### src/rtl/arr_port_arbiter.sv
// Round-robin arbiter that shares one single-port array among NREQ requesters.
// Supports locked multi-cycle ownership with a bounded hold time.
module arr_port_arbiter #(
    parameter int NREQ     = 2,
    parameter int AW       = 10,
    parameter int DW       = 32,
    parameter int DEPTH    = 1000,
    parameter int LOCK_MAX = 8
) (
    input  logic                 clk,
    input  logic                 rst,
    input  logic [NREQ-1:0]      req,
    input  logic [NREQ-1:0]      lock,
    input  logic [NREQ-1:0]      we,
    input  logic [NREQ*AW-1:0]   addr,
    input  logic [NREQ*DW-1:0]   wdata,
    output logic [NREQ-1:0]      gnt,
    output logic signed [DW-1:0] rdata,
    output logic                 arrWEnable,
    output logic [AW-1:0]        arrAddr,
    output logic signed [DW-1:0] arrWData,
    input  logic signed [DW-1:0] arrRData,
    output logic                 lock_abort,
    output logic                 addr_err
);

    localparam int PW = (NREQ > 1) ? $clog2(NREQ) : 1;
    localparam int HW = $clog2(LOCK_MAX);
    localparam logic [AW:0]   DEPTH_LIM = (AW+1)'(DEPTH);
    localparam logic [HW-1:0] HOLD_LAST = HW'(LOCK_MAX - 1);

    typedef enum logic {IDLE, OWNED} state_t;

    state_t          state, state_next;
    logic [PW-1:0]   ptr, ptr_next;
    logic [PW-1:0]   owner, owner_next;
    logic [HW-1:0]   hold, hold_next;
    logic            abort_next;

    logic [PW-1:0]   winner;
    logic [PW-1:0]   scan;
    logic            found;
    logic            granted;
    logic [AW-1:0]   sel_addr;
    logic [DW-1:0]   sel_wdata;
    logic            sel_we;
    logic            in_range;

    function automatic logic [PW-1:0] next_idx(input logic [PW-1:0] i);
        return (int'(i) == NREQ - 1) ? '0 : i + 1'b1;
    endfunction

    // Winner selection: the owner alone while locked, else circular scan from ptr.
    always_comb begin
        winner = ptr;
        found  = 1'b0;
        scan   = ptr;
        if (state == OWNED) begin
            winner = owner;
            found  = req[owner];
        end else begin
            for (int k = 0; k < NREQ; k++) begin
                if (!found && req[scan]) begin
                    winner = scan;
                    found  = 1'b1;
                end
                scan = next_idx(scan);
            end
        end
    end

    always_comb begin
        sel_addr   = addr[int'(winner)*AW +: AW];
        sel_wdata  = wdata[int'(winner)*DW +: DW];
        sel_we     = we[winner];
        in_range   = {1'b0, sel_addr} < DEPTH_LIM;
        granted    = found && !rst;
        gnt        = '0;
        if (granted) begin
            gnt[winner] = 1'b1;
        end
        arrAddr    = granted ? sel_addr : '0;
        arrWData   = granted ? sel_wdata : '0;
        arrWEnable = granted && sel_we && in_range;
    end

    assign rdata = arrRData;

    // Ownership bookkeeping; a lock held to LOCK_MAX cycles is broken by force.
    always_comb begin
        state_next = state;
        ptr_next   = ptr;
        owner_next = owner;
        hold_next  = hold;
        abort_next = 1'b0;
        case (state)
            IDLE: begin
                if (granted) begin
                    ptr_next = next_idx(winner);
                    if (lock[winner]) begin
                        owner_next = winner;
                        hold_next  = HW'(1);
                        state_next = OWNED;
                    end
                end
            end
            OWNED: begin
                hold_next = hold + 1'b1;
                if (!lock[owner]) begin
                    state_next = IDLE;
                    hold_next  = '0;
                end else if (hold == HOLD_LAST) begin
                    state_next = IDLE;
                    hold_next  = '0;
                    abort_next = 1'b1;
                end
            end
            default: begin
                state_next = IDLE;
            end
        endcase
    end

    always_ff @(posedge clk or posedge rst) begin
        if (rst) begin
            state      <= IDLE;
            ptr        <= '0;
            owner      <= '0;
            hold       <= '0;
            lock_abort <= 1'b0;
            addr_err   <= 1'b0;
        end else begin
            state      <= state_next;
            ptr        <= ptr_next;
            owner      <= owner_next;
            hold       <= hold_next;
            lock_abort <= abort_next;
            addr_err   <= granted && !in_range;
        end
    end

endmodule

### config.mk
export PLATFORM = sky130hd
export DESIGN_NAME = arr_port_arbiter
export DESIGN_NICKNAME = d
export VERILOG_FILES = /design/src/rtl/arr_port_arbiter.sv
export SDC_FILE = /design/constraint.sdc
export NUM_CORES = 1
export LEC_CHECK = 0
export CORE_ASPECT_RATIO = 0.5
export CORE_MARGIN = 1
export CORE_UTILIZATION = 25
export DETAILED_ROUTE_END_ITERATION = 16
export HOLD_SLACK_MARGIN = 0.03
export PLACE_DENSITY = 0.83
export SLEW_MARGIN = 0
export SYNTH_ARGS = -nofsm -noshare
export SYNTH_HDL_FRONTEND = slang
export SYNTH_SLANG_ARGS = --single-unit
### constraint.sdc
create_clock -name clk -period 2.35 [get_ports clk]
set_clock_uncertainty 0.05 [all_clocks]
set_input_delay 0.3525 -clock clk [delete_from_list [all_inputs] [get_ports clk]]
set_output_delay 0.3525 -clock clk [all_outputs]
set_load 0.005 [all_outputs]
# --- After elaboration in Yosys (flattened, before gate mapping) ---
# Cells that the tools add are included.
totals:
  reg_bits: 8
  inputBits: 124
  output_inout_bits: 79
  wordCells: 72
op_classes:
  add_sub_neg: 3
  n_mul: 1
  magnitude_cmp: 6
  eq_ne: 3
  shift: 2
  n_mux: 38
  n_bitwise: 1
  n_reduce_logical: 12
ops:
  columns: ["op", "n"]
  rows:
  - ["64-bit by 7-bit indexed part select with 32-bit output", 1]
  - ["32-bit 2-to-1 mux", 1]
  - ["1-bit 2-to-1 mux", 28]
  - ["20-bit by 6-bit indexed part select with 10-bit output", 1]
  - ["3-bit 2-to-1 mux", 4]
  - ["10-bit < comparator, second input constant", 1]
  - ["10-bit 2-to-1 mux", 1]
  - ["1-bit by 2-bit < comparator with 1-bit output, second input constant", 4]
  - ["1-bit logical AND", 6]
  - ["3-bit case mux with 2 select lines", 1]
  - ["1-bit by 3-bit multiplier with 4-bit output, second input constant", 1]
  - ["2-bit != test, second input constant", 2]
  - ["2-bit AND reduction", 2]
  - ["3-bit by 1-bit adder with 3-bit output, second input constant", 1]
  - ["3-bit equality test, second input constant", 1]
  - ["1-bit logical NOT", 3]
  - ["3-bit AND reduction", 1]
  - ["1-bit adder, second input constant", 2]
  - ["2-bit 2-to-1 mux", 1]
  - ["1-bit case mux with 2 select lines", 1]
  - ["1-bit demux with 1-bit select", 1]
  - ["1-bit >= comparator, second input constant", 1]
  - ["1-bit NOT", 1]

# --- Logic depth before layout (Yosys ltp) ---
depth:
  depth_word: 13
  mapped_depth: 6
  depth_no_buf: 4

# --- Least setup slack after synthesis ---
# Ideal clock, no wire load.
synth_timing:
  path_type: "reg2out"
  from: "register ptr"
  to: "output port arrWEnable"
  t_arrival_ns: 1.479
  required_time_ns: 1.947
  slack_ns: 0.468
  path_stages_with_launch: 5
  n_path_buf: 0
  cell_sequence: "dfrtp_1 -> nor2b_1 -> o211a_1 -> or4_1 -> and3_1"
synth_between:
  elab_chain_len: 12
  elab_cells_between_ends: 22
  classes_between: "1 x add/sub; 1 x mul; 1 x order compare; 1 x shift; 13 x mux; 5 x reduce/logical"
synth_rtl:
  columns: ["element", "line_no", "rtl"]
  rows:
  - ["start, declared", "35", "logic [PW-1:0] ptr, ptr_next;"]
  - ["start signal, assigned", "134", "ptr <= ptr_next;"]
  - ["1-bit 2-to-1 mux (not written as such) (2 in series)", "63", "if (!found && req[scan]) begin"]
  - ["1-bit 2-to-1 mux", "63", null]
  - ["1-bit 2-to-1 mux", "58", "if (state == OWNED) begin"]
  - ["1-bit logical NOT", "63", null]
  - ["1-bit logical AND", "63", null]
  - ["1-bit 2-to-1 mux", "63", null]
  - ["1-bit 2-to-1 mux", "58", null]
  - ["1-bit by 3-bit multiplier with 4-bit output / 1-bit 2-to-1 mux (equally long branches)", "73, 75", null]
  - ["20-bit by 6-bit indexed part select with 10-bit output / 1-bit 2-to-1 mux (equally long branches)", "73, 75", null]
  - ["10-bit < comparator / 1-bit logical AND (equally long branches)", "76, 84", null]
  - ["1-bit logical AND *", "84", "arrWEnable = granted && sel_we && in_range;"]
  - ["end, declared", "19", "output logic arrWEnable,"]
# Every way passes the cells marked *; elsewhere a longest branch is shown, timed or not. The select of a mux whose other input is x is not followed.

# --- Worst setup path in the final report ---
layout_timing:
  from: "input port req[0]"
  to: "output port arrWEnable"
layout_between:
  elab_chain_len: 12
  elab_cells_between_ends: 22
  classes_between: "1 x mul; 1 x order compare; 1 x shift; 14 x mux; 5 x reduce/logical"
layout_rtl:
  columns: ["element", "line_no", "rtl"]
  rows:
  - ["start, declared", "12", "input logic [NREQ-1:0] req,"]
  - ["1-bit 2-to-1 mux (not written as such) (2 in series)", "63", null]
  - ["1-bit 2-to-1 mux", "63", null]
  - ["1-bit 2-to-1 mux", "58", null]
  - ["1-bit logical NOT", "63", null]
  - ["1-bit logical AND", "63", null]
  - ["1-bit 2-to-1 mux", "63", null]
  - ["1-bit 2-to-1 mux", "58", null]
  - ["1-bit by 3-bit multiplier with 4-bit output / 1-bit 2-to-1 mux (equally long branches)", "73, 75", null]
  - ["20-bit by 6-bit indexed part select with 10-bit output / 1-bit 2-to-1 mux (equally long branches)", "73, 75", null]
  - ["10-bit < comparator / 1-bit logical AND (equally long branches)", "76, 84", null]
  - ["1-bit logical AND *", "84", null]
# Marked as above.

==> impl_summary.md <==
Detailed routing
The total number of vias is 2310. The wire length on met3 is 595 um. The number of DRC violations after detailed-routing iteration 0 is about 230. The highest metal layer with signal wires is met4. In the final routed layout, each cell accounts on average for around 17 um. The number of design rule violations left after detail routing is 0. The post-route met1 wirelength is between 3000 and 4000 um. In the routed layout, each cell is associated on average with a via count of 5.274. The post-detailed-route count of antenna-violating nets is 0. Summed over all nets, wire length on met2 after detailed routing comes to ~3700 um. The routed design has 7573 um of wire. The first TritonRoute pass finished after 5 iterations.

STA
The max-slew headroom at the worst pin is 0.6810. Derived from the worst setup path, the maximum achievable clock frequency is 0.4202 GHz. Of the available clock period, the critical path in the final layout requires 1.013. The final period demand of the worst path is 2380 ps.

The slew at the pin closest to its max-slew limit is 478.5 ps. The number of max-slew violations in the final report came to 0. For the final routed database, the setup TNS stands at -29.86 ps. The number of endpoints with negative hold slack in the final report is 0. Setup repair after global routing could not meet its margin everywhere.

After layout, the worst setup slack is -29.86 ps. Setup violations remaining at the end of the flow were counted as 1.

Global route
The global-route wire length before repair is between 10000 and 15000 um. The via count of the first global-routing pass is 2165. The maximum number of pins on one net before global-route repair is 35.

For this run the aggregate overflow at the end of global routing stands at 0. The number of antenna violations at the first check in global routing is 0. For this run, the total global-route usage over all layers was measured as 0.2346.

Critical path
Across all register-to-register paths, the minimum setup slack is 540 ps. The highest-delay cell along the critical path is sky130_fd_sc_hd__or4_4. STA classifies the critical path startpoint as an input pin.

The signal on the critical path passes through dlygate4sd2_1 -> nor2b_4 -> o211a_1 -> buf_4 -> or4_4 -> and3_4 -> buf_6. The biggest fanout along the worst timing path is 4. The kind of end point of the critical path is an output pin.

The endpoint of the worst-slack reg-to-reg timing path is hold[1]$_DFFE_PP0P_. The worst setup path is of the in2out kind. For this run, the slowest stage of the critical path takes roughly 510 ps. For the worst setup path, the data required time is 1950 ps. The number of cells traversed by the worst register-to-register path is 6. The worst endpoint data arrival time is 1980 ps. The startpoint of the lowest-slack register-to-register path is owner$_DFFE_PP0P_.

Floorplan
The initial cell density of the core is 0.2623. The floorplan step set the die width to 109.8 um. The full die area is 6138 um2.

The row count is 19. The core region is between 5000 and 6000 um2. The die extent in y is 55.90 um.

The boundary pin count is 203.

Power
Of the total power, the share spent switching nets is 0.4289. Of the total power, the clock network draws 0.114. The switching power total is around 1.1 mW. Dividing total power by cell area gives a power density of just over 800 nW/um2. IR analysis of the VDD net gives a maximum drop of 0.0003270 V. In this run the static leakage power is 1.420 nW. Of the total power, registers draw 0.090. The combinational power share is 0.796.

The internal power of the cells totals 1.460 mW.

Finish
The commonest non-fill, non-tap cell in the layout is sky130_fd_sc_hd__clkdlybuf4s50_1. The non-filler instance count after layout is 438. The fraction of layout instances using a drive strength above 1 is 0.2164.

In the layout the commonest cells are 93 x sky130_fd_sc_hd__clkdlybuf4s50_1, 41 x sky130_fd_sc_hd__nand3_1, 41 x sky130_fd_sc_hd__buf_4. The number of antenna diodes in the final layout is 0. For this run, the post-layout net count is 493. The area growth from synthesis to layout is 114.9%.

Synth
Of all flip-flops after synthesis, the portion carrying an async set or reset was 1.000. The flip-flop and latch count after synthesis is 8. The number of nets in the synthesized netlist is 357.

The combined area of all synthesized cells is 1453 um2. The cell count after synthesis is 231. The number of synthesis warnings is 0.

The dominant synthesized flop cell is sky130_fd_sc_hd__dfrtp_1. The post-synthesis average cell area is about 6.3 um2. The number of library cell types mapped by synthesis is 32. In this run, synthesis inferred 0 flip-flops with an integrated enable. The share of synthesized area occupied by flip-flops and latches is 0.1378.

Status
The flow ran to the end, but the final reports show violations. The final reports fail on setup timing.

Clock tree
The clock transition time at the flip-flop clock pins of the worst setup and hold paths is 40 ps. The number of CTS-inserted buffers is 3. TritonCTS built the clock tree. The clock sink count is 8.

CTS built an H-tree with a depth of 1. The tree is rooted in a sky130_fd_sc_hd__clkbuf_16. The latest clock arrival within the worst-skew pair is 240 ps.

The maximum root-to-sink buffer count is 2.

Min path
The path type of the worst min-delay path is in2async.

Run
Across the run, the number of max-cap violations was 0.

Place
The HPWL after detailed placement is 5463 um. The total placed cells including tap cells is 419. Routability-driven placement finished with a final weighted congestion of 0.8638. The post-place setup slack is -466.6 ps. The count of input and output buffers is 138.
cell usage after synthesis, types with 2 or more instances:
cell type | number | area [um2]
sky130_fd_sc_hd__a21oi_1 | 44 | 220.2
sky130_fd_sc_hd__a32o_1 | 2 | 20.02
sky130_fd_sc_hd__and3_1 | 3 | 18.77
sky130_fd_sc_hd__buf_4 | 32 | 240.2
sky130_fd_sc_hd__clkbuf_1 | 21 | 78.83
sky130_fd_sc_hd__dfrtp_1 | 8 | 200.2
sky130_fd_sc_hd__ha_1 | 2 | 25.02
sky130_fd_sc_hd__inv_1 | 2 | 7.510
sky130_fd_sc_hd__nand2_1 | 4 | 15.01
sky130_fd_sc_hd__nand2b_1 | 2 | 12.51
sky130_fd_sc_hd__nand3_1 | 42 | 210.2
sky130_fd_sc_hd__nand4_1 | 2 | 12.51
sky130_fd_sc_hd__nor2_1 | 3 | 11.26
sky130_fd_sc_hd__o2111a_1 | 2 | 22.52
sky130_fd_sc_hd__o21ai_0 | 45 | 225.2
worst max-delay path by stage:
stage	from	end	slack, ps
4_1_cts	req[0]	arrWData[7]	-100
6_report	req[0]	arrWEnable	-30
5_1_grt	ptr$_DFFE_PP0P_	arrAddr[3]	-60
2_1_floorplan	ptr$_DFFE_PP0P_	arrWEnable	470
3_3_place_gp	req[0]	arrWData[21]	-400
3_5_place_dp	req[0]	arrAddr[3]	-470
power groups by stage:
stage               sequential (mW)  clock [mW]  combinational (mW)
CTS                           0.227       0.290                1.90
finish                        0.230       0.291                2.04
global route                  0.233       0.298                2.18
floorplan                     0.217           0               0.859
detailed placement            0.232           0                1.78
global placement              0.227           0                1.72
sequential cells by signal, summed over array words and instances (netlist names):
| register | flops |
|---|---|
| hold | 3 |
| lock_abort | 1 |
| ptr | 1 |
| owner | 1 |
| state | 1 |
| addr_err | 1 |
logic make-up (layout without fill, tap and decap cells):
family | count (synthesis) | after routing | synth area share
buffers and inverters | 57 | 191 | 0.2308
and+or+nand+nor | 59 | 59 | 0.2067
AOI/OAI and AO/OA | 104 | 104 | 0.3997
DFF | 8 | 8 | 0.1378
muxes | 1 | 1 | 0.007751
adders and majority gates | 2 | 2 | 0.01722
metrics by stage:
stage	utilization	hold WS, ps	cell area (um2)	power (mW)
2_1_floorplan	-	150.3	1453	1.076
3_3_place_gp	0.5225	458.6	2894	1.945
3_5_place_dp	0.5225	474.3	2894	2.013
4_1_cts	0.5514	470.0	3054	2.418
5_1_grt	0.5636	477.2	3122	2.709
6_report	0.5636	466.4	3122	2.557
cell type report:
class,instances,area [um2]
Clock buffer,3,75.07
Fill cell,474,2417
Inverter,3,11.26
Multi-Input combinational cell,166,997.2
Sequential cell,8,201.4
Tap cell,73,91.34
Timing Repair Buffer,185,1745
critical path, delay by kind of cell:
| family | cells | cell delay (ps) |
|---|---|---|
| AO/OA/AOI/OAI | 1 | 240 |
| AND/OR/NAND/NOR | 3 | 780 |
| buffers and inverters | 3 | 610 |
what timing repair did:
action,in CTS,in global routing
cloned,1,0
resized for setup,62,38
hold buffers,0,0
pin swaps,4,1
hold endpoints to repair,0,0
buffers inserted,10,5
setup endpoints to repair,43,19
routing by layer:
layer / vias to the layer above / track usage
met2: 106 / 0.3875
li1: 1093 / -
met5: - / 0
met3: 18 / 0.04684
met4: 0 / 0.07429
met1: 1093 / 0.3059
(Power assumes the default switching activity.)
